**src/rtl/step_ctrl.sv**
```systemverilog
// Single-step / free-run clock-enable controller for the 16-bit RISC core.
// Turns a debounced button pulse into one instruction or a free run, and adds breakpoint, watchdog and retire counter.
module step_ctrl #(
  parameter int WIDTH   = 16,
  parameter int TIMEOUT = 64
) (
  input  logic             clk,
  input  logic             reset,
  input  logic             step_debounce,
  input  logic             run_mode,
  input  logic             bp_en,
  input  logic [WIDTH-1:0] bp_addr,
  input  logic [WIDTH-1:0] pc,
  input  logic             instr_done,
  output logic             cpu_en,
  output logic             halted,
  output logic             fault,
  output logic [1:0]       state,
  output logic [WIDTH-1:0] instr_count
);

  typedef enum logic [1:0] {
    ST_HALT  = 2'b00,
    ST_RUN   = 2'b01,
    ST_STEP  = 2'b10,
    ST_FAULT = 2'b11
  } state_t;

  localparam int WD_W = $clog2(TIMEOUT);
  localparam logic [WD_W-1:0] WD_LAST = WD_W'(TIMEOUT - 1);

  logic             r_s1, r_s2, r_s3;
  logic             r_run1, r_run_s;
  state_t           r_state;
  logic             r_cpu_en, r_halted, r_fault;
  logic [WIDTH-1:0] r_count;
  logic [WD_W-1:0]  r_wdog;

  logic w_step_edge;
  logic w_bp_hit;
  logic w_wd_expire;

  // Synchronizers preset to 1 so a button held across reset release never looks like a new press.
  always_ff @(posedge clk) begin
    if (reset) begin
      r_s1    <= 1'b1;
      r_s2    <= 1'b1;
      r_s3    <= 1'b1;
      r_run1  <= 1'b0;
      r_run_s <= 1'b0;
    end else begin
      r_s1    <= step_debounce;
      r_s2    <= r_s1;
      r_s3    <= r_s2;
      r_run1  <= run_mode;
      r_run_s <= r_run1;
    end
  end

  assign w_step_edge = r_s2 & ~r_s3;
  assign w_bp_hit    = bp_en && (pc == bp_addr);
  assign w_wd_expire = (r_wdog == WD_LAST);

  // Output flags are loaded alongside each transition so they always mirror the registered state.
  always_ff @(posedge clk) begin
    if (reset) begin
      r_state  <= ST_HALT;
      r_cpu_en <= 1'b0;
      r_halted <= 1'b1;
      r_fault  <= 1'b0;
      r_count  <= '0;
      r_wdog   <= '0;
    end else begin
      case (r_state)
        ST_HALT: begin
          r_wdog <= '0;
          if (w_step_edge) begin
            r_state  <= r_run_s ? ST_RUN : ST_STEP;
            r_cpu_en <= 1'b1;
            r_halted <= 1'b0;
          end
        end
        ST_STEP: begin
          if (instr_done) begin
            r_count  <= r_count + WIDTH'(1);
            r_wdog   <= '0;
            r_state  <= ST_HALT;
            r_cpu_en <= 1'b0;
            r_halted <= 1'b1;
          end else if (w_wd_expire) begin
            r_state  <= ST_FAULT;
            r_cpu_en <= 1'b0;
            r_halted <= 1'b1;
            r_fault  <= 1'b1;
          end else begin
            r_wdog <= r_wdog + WD_W'(1);
          end
        end
        ST_RUN: begin
          if (instr_done) begin
            r_count <= r_count + WIDTH'(1);
            r_wdog  <= '0;
            // run_mode and the breakpoint are only honoured at an instruction boundary.
            if (!r_run_s || w_bp_hit) begin
              r_state  <= ST_HALT;
              r_cpu_en <= 1'b0;
              r_halted <= 1'b1;
            end
          end else if (w_wd_expire) begin
            r_state  <= ST_FAULT;
            r_cpu_en <= 1'b0;
            r_halted <= 1'b1;
            r_fault  <= 1'b1;
          end else begin
            r_wdog <= r_wdog + WD_W'(1);
          end
        end
        default: begin
          r_state  <= ST_FAULT;
          r_cpu_en <= 1'b0;
          r_halted <= 1'b1;
          r_fault  <= 1'b1;
        end
      endcase
    end
  end

  assign cpu_en      = r_cpu_en;
  assign halted      = r_halted;
  assign fault       = r_fault;
  assign state       = r_state;
  assign instr_count = r_count;

endmodule

```
**config.mk**
```make
export PLATFORM = sky130hd
export DESIGN_NAME = step_ctrl
export DESIGN_NICKNAME = d
export VERILOG_FILES = /design/src/rtl/step_ctrl.sv
export SDC_FILE = /design/constraint.sdc
export NUM_CORES = 1
export LEC_CHECK = 0
export BUFFER_PORTS_ARGS = -buffer_cell sky130_fd_sc_hd__buf_2
export CAP_MARGIN = 20
export CORE_UTILIZATION = 45
export CTS_CLUSTER_DIAMETER = 200
export DETAILED_ROUTE_END_ITERATION = 10
export PLACE_DENSITY = 0.77
export RECOVER_POWER = 100
export SYNTH_ARGS = -nofsm -noshare
export SYNTH_HDL_FRONTEND = slang
export SYNTH_SLANG_ARGS = --single-unit
```
**constraint.sdc**
```tcl
create_clock -name clk -period 2.49 [get_ports clk]
set_input_delay 0.249 -clock clk [delete_from_list [all_inputs] [get_ports clk]]
set_output_delay 0.249 -clock clk [all_outputs]
set_load 0.01 [all_outputs]
```
# == Word-level counts from Yosys, hierarchy flattened ==
# Cells that the tools add are included.
# Widths: inputs -> output; s select.
# classes
addsub,2
eq_ne,9
mux,25
bitwise,3
n_reduce_logical,10
# op_table
operator,n
$add 16x1->16 const B,1
$eq 16x16->1,1
$mux 1,12
$mux 2,6
$mux 6,2
$pmux 6 s2,1
$add 6x1->6 const B,1
$eq 6x6->1 const B,1
$ne 3x3->1 const B,2
$pmux 1 s3,2
$pmux 2 s3,1
$reduce_and 2->1,3
$ne 2x2->1 const B,2
$reduce_and 3->1,1
$eq 2x1->1 const B,1
$eq 2x2->1 const B,1
$logic_not 2->1,1
$ne 2x1->1 const B,1
$not 1->1,2
$pmux 1 s2,1
$reduce_bool 2->1,1
$reduce_or 2->1,1
$and 1x1->1,1
$logic_and 1x1->1,1
other kinds (2),2
# word_totals
register_bits,32
input_bits,38
out_inout_bits,21
wordCells,60

# == Longest topological paths before layout ==
# Gate-level depths: netlist (run 1).
# logic_depth
word_depth,6
mapped_depth,8
depth_no_buf,7

# == Worst setup path after synthesis (run 1) ==
# No wires, ideal clock.
# synth_timing
kind,register to register
startpoint,"register r_state[0], in the netlist state[0]"
endpoint,"register r_cpu_en, in the netlist cpu_en"
setup_ns,0.071
arrival_time_ns,1.850
required_time_ns,2.419
path_slack_ns,0.569
stages_incl_launch_ff,7
path_buffers,0
period_less_slack_ns,1.921
path_cell_list,dfxtp_1 > inv_1 > ha_1 > nor2b_1 > a22o_4 > or4_1 > a21oi_1
# synth_via
elab_chain_cells,3
elab_cells_between_ends,7
classes_between,4 x eq/ne; 1 x mux; 2 x reduce/logical
# synth_lines
element,line,source
start: declaration,34,state_t r_state;
start signal: assignment,78,r_state <= r_run_s ? ST_RUN : ST_STEP;
$eq 2x1->1 or $logic_not 2->1 (tied branches),74,case (r_state)
$ne 3x3->1 (no source line) or $ne 2x2->1 (tied branches),--,
$reduce_and 2->1 (no source line),--,
end signal: assignment,68,r_cpu_en <= 1'b0;
end signal: assignment,79,r_cpu_en <= 1'b1;
end signal: assignment,88,r_cpu_en <= 1'b0;
end: declaration,35,"logic r_cpu_en, r_halted, r_fault;"
# Several ways; a longest one is shown, not always the timed one.
# A chain may end at the register's enable or synchronous reset.

# == Worst setup path after layout (run 1) ==
# layout_timing
startpoint,"register r_state[0], in the netlist state[0]"
endpoint,"register r_count[6], in the netlist instr_count[6]"
# layout_via
elab_chain_cells,3
elab_cells_between_ends,4
classes_between,2 x eq/ne; 2 x reduce/logical
# layout_lines
element,line,source
$eq 2x1->1 or $eq 2x2->1 (tied branches),74,
$reduce_or 2->1 (no source line) (*),--,
$reduce_and 2->1 (no source line) (*),--,
end signal: assignment,85,r_count <= r_count + WIDTH'(1);
end signal: assignment,101,r_count <= r_count + WIDTH'(1);
end: declaration,36,logic [WIDTH-1:0] r_count;
# Mark *: on every way between the ends. The rest lies on a longest branch, timed or not.

==> flow_metrics.env, run 1 <==
export IMPL_cts_setup_buffers=0
export IMPL_core_area_um2=3390
export IMPL_port_buffer_count=58
export IMPL_drive_above_1_share=0.2158
export IMPL_ys_ff_latch=32
export IMPL_clock_path_buffers=2
export IMPL_slew_headroom=0.2387
export IMPL_fmax_ghz=0.4787
export IMPL_vias_per_cell=5.101
export IMPL_fin_crit_ns=2.089
export IMPL_syn_inst=179
export IMPL_ys_seq_area_frac=0.3960
export IMPL_critical_path_required_ns=2.75
export IMPL_end_kind="register"
export IMPL_whs_ns=0.09700
export IMPL_grt_total_usage=0.1805
export IMPL_synthArstFlopShare=0
export IMPL_numClockSinks=32
export IMPL_setup_ws_ns=0.4011
export IMPL_critPathSlowestCell="or3_1"
export IMPL_cp_max_fo=8
export IMPL_pre_cts_slack_ns=0.5032
export IMPL_synth_nets=222
export IMPL_yosys_area_top_type="dfxtp_1"
export IMPL_route_detailed_drc=0
export IMPL_syn_area_um2=1618
export IMPL_grt_pass1_vias=1259
export IMPL_power_density_nw_per_um2=708.7
export IMPL_ctsRootBufferMaster="clkbuf_4"
export IMPL_cts_htree_levels=2
export IMPL_hold_viol_final=0
export IMPL_setup_tns_final_ns=0
export IMPL_synth_cell_types=37
export IMPL_crit_chain="inv_1 -> ha_1 -> and2_0 -> nand4_1 -> or3_1 -> a21oi_1"
export IMPL_drv_cap=0
export IMPL_min_period_over_period=0.8389
export IMPL_crit_type="register to register"
export IMPL_clock_latency_ns=0.34
export IMPL_critPathLaunchType="register"
export IMPL_status="finished, final reports clean"
export IMPL_cts_tree="done"
export IMPL_slowest_delay_ns=0.44
export IMPL_grt_max_degree=30
export IMPL_avgRoutedWirePerCell_um=11.21
export IMPL_place_gp_congestion=0.7841
export IMPL_drtIter0Drc=49
export IMPL_cts_made_buffers=5
export IMPL_overflow=0
export IMPL_yosys_warnings=0
export IMPL_drtPass1Iterations=4
export IMPL_grt_pass1_wl_mm=5.057
export IMPL_finalSetupViolCount=0
export IMPL_synth_edf_count=0
export IMPL_worst_slew_pin_slew_ns=1.142
export IMPL_fin_skew_ns=0.01344
export IMPL_netlist_area_leader_share=0.3960
export IMPL_synthTopCellsByArea="dfxtp_1 (40%), xor2_1 (12%), nor2_1 (4.9%)"
export IMPL_die_h_um=61.96
export IMPL_leakage_uw=0.0008064
export IMPL_cp_arrival_ns=2.35
export IMPL_final_net_count=283
export IMPL_syn_area_per_cell_um2=9.038
export IMPL_rsz0062_at_grt="no"
export IMPL_drt_wl_total_mm=3.216
export IMPL_drv_slew=0
export IMPL_hp_class="input pin to register"
export IMPL_num_io_pins=59
export IMPL_die_width_um=61.96
export IMPL_die_area_um2=3839
export IMPL_std_cell_rows=21
export IMPL_area_growth_pct=24.44
export IMPL_hpwl_mm=2.473
export IMPL_antenna_found_initial=0
export IMPL_vias=1464
export IMPL_clkTransAtPathRegs_ns=0.10
export IMPL_ys_flop_type="dfxtp_1"
export IMPL_ant_nets=0
export IMPL_cts_hold_buffers_added=0
export IMPL_initial_utilization=0.4773
export IMPL_vdd_ir_drop_max_mv=0.4144
export IMPL_postCtsResizedCells=0
export IMPL_num_antenna_cells=0
[synthesized netlist by cell type, types with 4 or more instances]
library cell / instances
dfxtp_1: 32
xor2_1: 23
nor2_1: 21
nand2_1: 8
xnor2_1: 8
nand3_1: 7
nor3_1: 7
inv_1: 6
o21ai_0: 6
a21oi_1: 5
ha_1: 5
nor2b_1: 5
clkbuf_1: 4
nand4_1: 4
or2_2: 4
[final cells by class]
cell class / instances / area, um^2
fillers: 334 / 1376
multi-input cells: 137 / 934.6
flip-flops and latches: 32 / 640.6
repair buffers: 58 / 262.8
clock buffers: 7 / 65.06
well taps: 46 / 57.56
clock inverters: 1 / 30.03
inverters: 6 / 22.52
[worst paths after layout]
kind	from	end	slack, ns	cells after the start
setup / recovery	state[0]	instr_count[6]	0.40	6
hold / removal	step_debounce	r_s1	0.1	2
setup reg to reg	state[0]	instr_count[6]	0.40	6
hold reg to reg	r_s1	r_s2	0.42	1
[report_power, final]
group | internal (uW) | leakage, uW | switching (uW)
Sequential | 555 | 0.000260 | 34.6
Combinational | 185 | 0.000495 | 210
Clock | 266 | 0.0000515 | 176
[state kept, by name, summed over array words and instances, names as in the netlist]
name	cells
instr_count	16
r_s1	1
state	2
r_wdog	6
fault	1
r_s3	1
r_s2	1
r_run1	1
r_run_s	1
cpu_en	1
halted	1
[cell usage in the layout (no fill, tap or decap), types with 6 or more instances in the layout]
cell      netlist  routed
inv_1           6       6
buf_2           0      36
o21ai_0         6       6
nand3_1         7       7
xnor2_1         8       8
nor3_1          7       7
nand2_1         8       8
clkbuf_1        4      22
nor2_1         21      21
dfxtp_1        32      32
xor2_1         23      23
[kinds of logic after synthesis]
kind of cell | after synthesis | share of synthesized area
compound gates | 26 | 0.1122
flops | 32 | 0.3960
mux | 2 | 0.01237
xor+xnor | 31 | 0.1678
simple gates | 73 | 0.2498
buf+inv | 10 | 0.02320
fa+ha+maj | 5 | 0.03867
[layer usage]
metal	GRT usage	vias to the layer above	wire (um)	share of wire
met5	0	-	0	0
met4	0.09841	0	66	0.021
met3	0.04762	7	133	0.041
met2	0.3116	40	1554	0.48
met1	0.2013	667	1462	0.45
li1	-	750	-	-
[metrics by stage]
stage          instances    util  power (uW)  area, um^2
2_1_floorplan        179       -       888.9        1618
3_3_place_gp         279  0.5755       994.1        1951
3_5_place_dp         279  0.5755        1002        1951
4_1_cts              287  0.6035        1444        2046
5_1_grt              287  0.5939        1517        2013
6_report             287  0.5939        1427        2013
[critical path: cells and delay by family (launching register included)]
| kind | cells | cell delay (ns) |
|---|---|---|
| compound gates | 1 | 0.15 |
| fa+ha+maj | 1 | 0.34 |
| simple gates | 3 | 1.05 |
| buf+inv | 1 | 0.08 |
| flops | 1 | 0.40 |
No activity file was read; power rests on OpenSTA's default activity.
==> inputs of run 2 (changes only) <==
clock period = 2 ns   (was 2.49 ns; I/O delays follow)
==> run 2 against run 1 <==
- worst setup slack worse by 0.32 ns
- die area stayed put
- fmax up 8.8%
- critical endpoint is now cpu_en
- clock skew fell by 0.0040 ns
==> flow_metrics.env, run 2 (synthesized netlist as in run 1, its figures left out) <==
export IMPL_critPathLaunchType="register"
export IMPL_overflow=0
export IMPL_fin_cells=291
export IMPL_die_area_um2=3839
export IMPL_cp_max_fo=5
export IMPL_final_util=0.6076
export IMPL_vias_per_cell=4.945
export IMPL_fin_skew_ns=0.009441
export IMPL_grt_max_degree=30
export IMPL_port_buffer_count=58
export IMPL_drtIter0Drc=63
export IMPL_avgRoutedWirePerCell_um=10.97
export IMPL_cts_htree_levels=2
export IMPL_drt_wl_total_mm=3.193
export IMPL_num_antenna_cells=0
export IMPL_status="finished, final reports clean"
export IMPL_wl_met1_mm=1.467
export IMPL_area_growth_pct=27.30
export IMPL_top_layer_used="met4"
export IMPL_clock_path_buffers=2
export IMPL_critical_path_required_ns=2.24
export IMPL_die_width_um=61.96
export IMPL_slew_headroom=0.2245
export IMPL_finalSetupViolCount=0
export IMPL_num_io_pins=59
export IMPL_initial_utilization=0.4773
export IMPL_largest_register_ffs=16
export IMPL_cts_tree="done"
export IMPL_place_inst=282
export IMPL_die_h_um=61.96
export IMPL_grt_pass1_wl_mm=4.843
export IMPL_std_cell_rows=21
export IMPL_ant_nets=0
export IMPL_drtPass1Iterations=4
export IMPL_vias=1439
export IMPL_crit_type="register to register"
export IMPL_final_common_cell="buf_2"
export IMPL_rsz0062_at_grt="no"
export IMPL_setup_tns_final_ns=0
export IMPL_end_kind="register"
export IMPL_worst_slew_pin_slew_ns=1.163
export IMPL_met2RoutedLength_mm=1.561
export IMPL_antenna_found_initial=0
export IMPL_hpwl_mm=2.463
export IMPL_final_cell_mix="buf_2 (36), dfxtp_1 (32), xor2_1 (23)"
export IMPL_fmax_ghz=0.5206
export IMPL_clock_latency_ns=0.32
export IMPL_power_density_nw_per_um2=874.6
export IMPL_drive_above_1_share=0.2408
export IMPL_hold_viol_final=0
export IMPL_ctsRootBufferMaster="clkbuf_4"
export IMPL_hp_class="input pin to register"
export IMPL_numClockSinks=32
export IMPL_grt_pass1_vias=1201
export IMPL_leakage_uw=0.0008242
export IMPL_wl_met3_um=137
export IMPL_route_detailed_drc=0
export IMPL_drv_cap=0
export IMPL_clkTransAtPathRegs_ns=0.09
export IMPL_vdd_ir_drop_max_mv=0.5800
export IMPL_cp_arrival_ns=2.16
export IMPL_final_net_count=287
export IMPL_cts_made_buffers=5
export IMPL_cts_hold_buffers_added=0
export IMPL_min_period_over_period=0.9604
export IMPL_whs_ns=0.05826
export IMPL_core_area_um2=3390
export IMPL_fin_crit_ns=1.921
export IMPL_grt_total_usage=0.1760
export IMPL_place_gp_congestion=0.7969
export IMPL_drv_slew=0
run 2: cell types whose count changed in the layout (fill, tap and decap cells not counted), sizes merged:
cell / before / now
buf: 36 / 40
run 2: worst paths after layout:
check,depth (start not counted),to,start,slack [ns]
worst max-delay path,6,cpu_en,state[1],0.08
worst min register to register,1,r_s2,r_s1,0.42
worst min-delay path,2,r_s1,step_debounce,0.06
worst max register to register,6,cpu_en,state[1],0.08
run 2: power by group:
part,total (uW),switching (uW),internal [uW]
Combinational,533,275,257
Sequential,729,38.5,691
Clock,539,207,332
run 2: cell type report:
| cell class | instances | area [um^2] |
|---|---|---|
| Clock buffer | 7 | 65.06 |
| Clock inverter | 1 | 30.03 |
| Fill cell | 326 | 1330 |
| Inverter | 6 | 22.52 |
| Multi-Input combinational cell | 137 | 950.9 |
| Sequential cell | 32 | 640.6 |
| Tap cell | 46 | 57.56 |
| Timing Repair Buffer | 62 | 292.8 |
run 2: critical path, cell delays in order (launching register included):
cell	delay, ns
dfxtp_1	0.36
inv_1	0.08
ha_1	0.33
nor2b_1	0.17
a22o_4	0.26
or4_1	0.50
a21oi_1	0.14
run 2: layer usage:
metal	vias up	global-route usage
li1	758	-
met1	640	0.2008
met2	39	0.2964
met3	2	0.07453
met4	0	0.05714
met5	-	0
run 2: repair_timing:
| action | 4_1_cts | 5_1_grt |
|---|---|---|
| setup buffers | 0 | 1 |
| gates resized for setup | 0 | 2 |
| endpoints found under the setup margin | 0 | 6 |
run 2: stage by stage:
step / worst slack (ns) / area [um^2] / total power (uW)
after floorplan: 0.07937 / 1618 / 1107
after global routing: 0.01770 / 2059 / 1909
final: 0.07919 / 2059 / 1801
after CTS: 0.05045 / 2068 / 1827
after detailed placement: 0.06071 / 1973 / 1279
after global placement: 0.1439 / 1973 / 1270
==> inputs of run 3 (changes only) <==
ABC_AREA = 1   (was not set)
PLACE_DENSITY = 0.75   (was 0.77)
TNS_END_PERCENT = 20   (was not set)
==> run 3 against run 2 <==
- global-route usage grew 3.5 points
- sequential share of layout area shrank 3.2 points
- worst setup slack gained 0.13 ns
==> flow_metrics.env, run 3 <==
export IMPL_status="finished, final reports clean"
export IMPL_vdd_ir_drop_max_mv=0.4907
export IMPL_final_common_cell="nand2_1"
export IMPL_synth_xor_area_frac=0.03271
export IMPL_synth_top_family_by_area="simple AND/OR/NAND/NOR gates"
export IMPL_synthArstFlopShare=0
export IMPL_critPathLaunchType="register"
export IMPL_drv_cap=0
export IMPL_dpl_cell_area_um2=2216
export IMPL_final_util=0.5749
export IMPL_syn_inst=297
export IMPL_ys_seq_area_frac=0.3418
export IMPL_cts_setup_buffers=0
export IMPL_cts_made_buffers=5
export IMPL_critical_path_required_ns=2.17
export IMPL_synth_mux_area_frac=0
export IMPL_clock_latency_ns=0.28
export IMPL_vias=1948
export IMPL_ys_ff_latch=32
export IMPL_grt_pass1_vias=1836
export IMPL_num_antenna_cells=0
export IMPL_cp_arrival_ns=1.96
export IMPL_clock_path_buffers=2
export IMPL_ctsRootBufferMaster="clkbuf_8"
export IMPL_cts_tree="done"
export IMPL_critPathSlowestCell="dfxtp_1"
export IMPL_drt_wl_total_mm=4.190
export IMPL_cp_max_fo=9
export IMPL_power_density_nw_per_um2=797.7
export IMPL_yosys_area_top_type="dfxtp_1"
export IMPL_hpwl_mm=3.242
export IMPL_synth_nets=340
export IMPL_area_growth_pct=22.70
export IMPL_ys_flop_type="dfxtp_1"
export IMPL_fin_cells=411
export IMPL_crit_chain="inv_1 -> ha_4 -> nand2_4 -> nor2_4 -> nand2_2 -> nor2_4 -> nand3_2 -> nor2_2 -> nand2_2 -> o21ai_0 -> a21oi_1"
export IMPL_synthTopCellsByCount="nand2_1 (77), inv_1 (59), nor2_1 (37)"
export IMPL_setup_tns_final_ns=0
export IMPL_antenna_found_initial=0
export IMPL_ant_nets=0
export IMPL_drv_slew=0
export IMPL_syn_area_um2=1874
export IMPL_whs_ns=0.1013
export IMPL_die_width_um=66.54
export IMPL_synthTopCellsByArea="dfxtp_1 (34%), nand2_1 (15%), inv_1 (12%)"
export IMPL_drive_above_1_share=0.1662
export IMPL_clkTransAtPathRegs_ns=0.06
export IMPL_finalSetupViolCount=0
export IMPL_hold_viol_final=0
export IMPL_largest_register_ffs=16
export IMPL_leakage_uw=0.001074
export IMPL_netlist_area_leader_share=0.3418
export IMPL_syn_area_per_cell_um2=6.311
export IMPL_synth_edf_count=0
export IMPL_hp_class="input pin to register"
export IMPL_grt_total_usage=0.2108
export IMPL_slowest_delay_ns=0.38
export IMPL_fin_crit_ns=1.789
export IMPL_place_inst=403
export IMPL_end_kind="register"
export IMPL_avgRoutedWirePerCell_um=10.19
export IMPL_drtPass1Iterations=5
export IMPL_final_cell_mix="nand2_1 (77), inv_1 (58), buf_2 (37)"
export IMPL_numClockSinks=32
export IMPL_grt_max_degree=17
export IMPL_stdcell_area_um2=2300
export IMPL_fmax_ghz=0.5588
export IMPL_route_detailed_drc=0
export IMPL_grt_pass1_wl_mm=7.148
export IMPL_std_cell_rows=23
export IMPL_path_delay_family="simple AND/OR/NAND/NOR gates"
export IMPL_worst_slew_pin_slew_ns=0.7486
export IMPL_slew_headroom=0.5009
export IMPL_overflow=0
export IMPL_synth_cell_types=25
export IMPL_die_area_um2=4427
export IMPL_synth_compound_area_frac=0.09880
export IMPL_num_io_pins=59
export IMPL_yosys_warnings=0
export IMPL_die_h_um=66.54
export IMPL_final_net_count=403
export IMPL_yosys_cell_count_top_type="nand2_1"
export IMPL_place_gp_congestion=0.8335
export IMPL_drtIter0Drc=139
export IMPL_port_buffer_count=58
export IMPL_cts_htree_levels=2
export IMPL_crit_type="register to register"
export IMPL_synth_simple_area_share=0.3692
export IMPL_min_period_over_period=0.8947
export IMPL_core_area_um2=4000
export IMPL_synthAdderAreaFrac=0.03338
export IMPL_fin_skew_ns=0.003363
export IMPL_path_buf_inv=1
export IMPL_initial_utilization=0.4686
export IMPL_rsz0062_at_grt="no"
export IMPL_vias_per_cell=4.740
==> run 3: cell types whose count changed after synthesis, moves of 6 or more <==
| cell | delta |
|---|---|
| o21ai_0 | +6 |
| inv_1 | +53 |
| nor2_1 | +16 |
| xor2_1 | -21 |
| a21oi_1 | +16 |
| nor3_1 | +7 |
| nand2_1 | +69 |
==> run 3: cell type report <==
class	count	area [um^2]
Fill cell	424	1700
Sequential cell	32	641.9
Timing Repair Buffer	58	264.0
Clock buffer	8	90.09
Inverter	59	225.2
Tap cell	50	62.56
Multi-Input combinational cell	204	1016
==> run 3: path summary, 6_finish.rpt <==
path	start	end	slack, ns	cells past startpoint
setup reg to reg	state[1]	instr_count[9]	0.21	11
hold reg to reg	r_s1	r_s2	0.41	1
setup / recovery	state[1]	instr_count[9]	0.21	11
hold / removal	step_debounce	r_s1	0.10	2
==> run 3: logic make-up (layout without fill, tap and decap cells) <==
kind of cell / after synthesis / in the layout
AOI/OAI and AO/OA: 35 / 35
and+or+nand+nor: 157 / 157
adders and majority gates: 5 / 5
buffers and inverters: 61 / 125
DFF: 32 / 32
xor gates and xnor gates: 7 / 7
==> run 3: repair_timing <==
action / CTS / global route
gates resized for setup: 0 / 5
setup endpoints to repair: 0 / 5
hold buffers: 0 / 0
==> run 3: worst register-to-register path, delay by kind of cell, from the launching register on <==
kind	cells	cell delay (ns)
AOI/OAI and AO/OA	2	0.21
adders and majority gates	1	0.31
buffers and inverters	1	0.11
DFF	1	0.38
and+or+nand+nor	7	0.67
==> run 3: report_power, final <==
group,leakage (uW),switching [uW],internal (uW),total [uW]
Clock,0.0000455,225,280,505
Combinational,0.000767,337,232,569
Sequential,0.000261,57.0,703,760
==> run 3: routing by layer <==
metal  vias to the layer above  GRT usage  wire (um)
li1                       1034          -          -
met1                       865     0.2293       1850
met2                        42     0.3967       2099
met3                         7    0.04623        182
met4                         0    0.07181         57
met5                         -          0          0
==> run 3: stage by stage <==
step | total power (uW) | worst slack [ns]
after detailed placement | 1313 | 0.1103
after global placement | 1303 | 0.1968
after global routing | 1964 | 0.03838
after floorplan | 1144 | 0.2395
after CTS | 1825 | 0.1032
final | 1834 | 0.2106
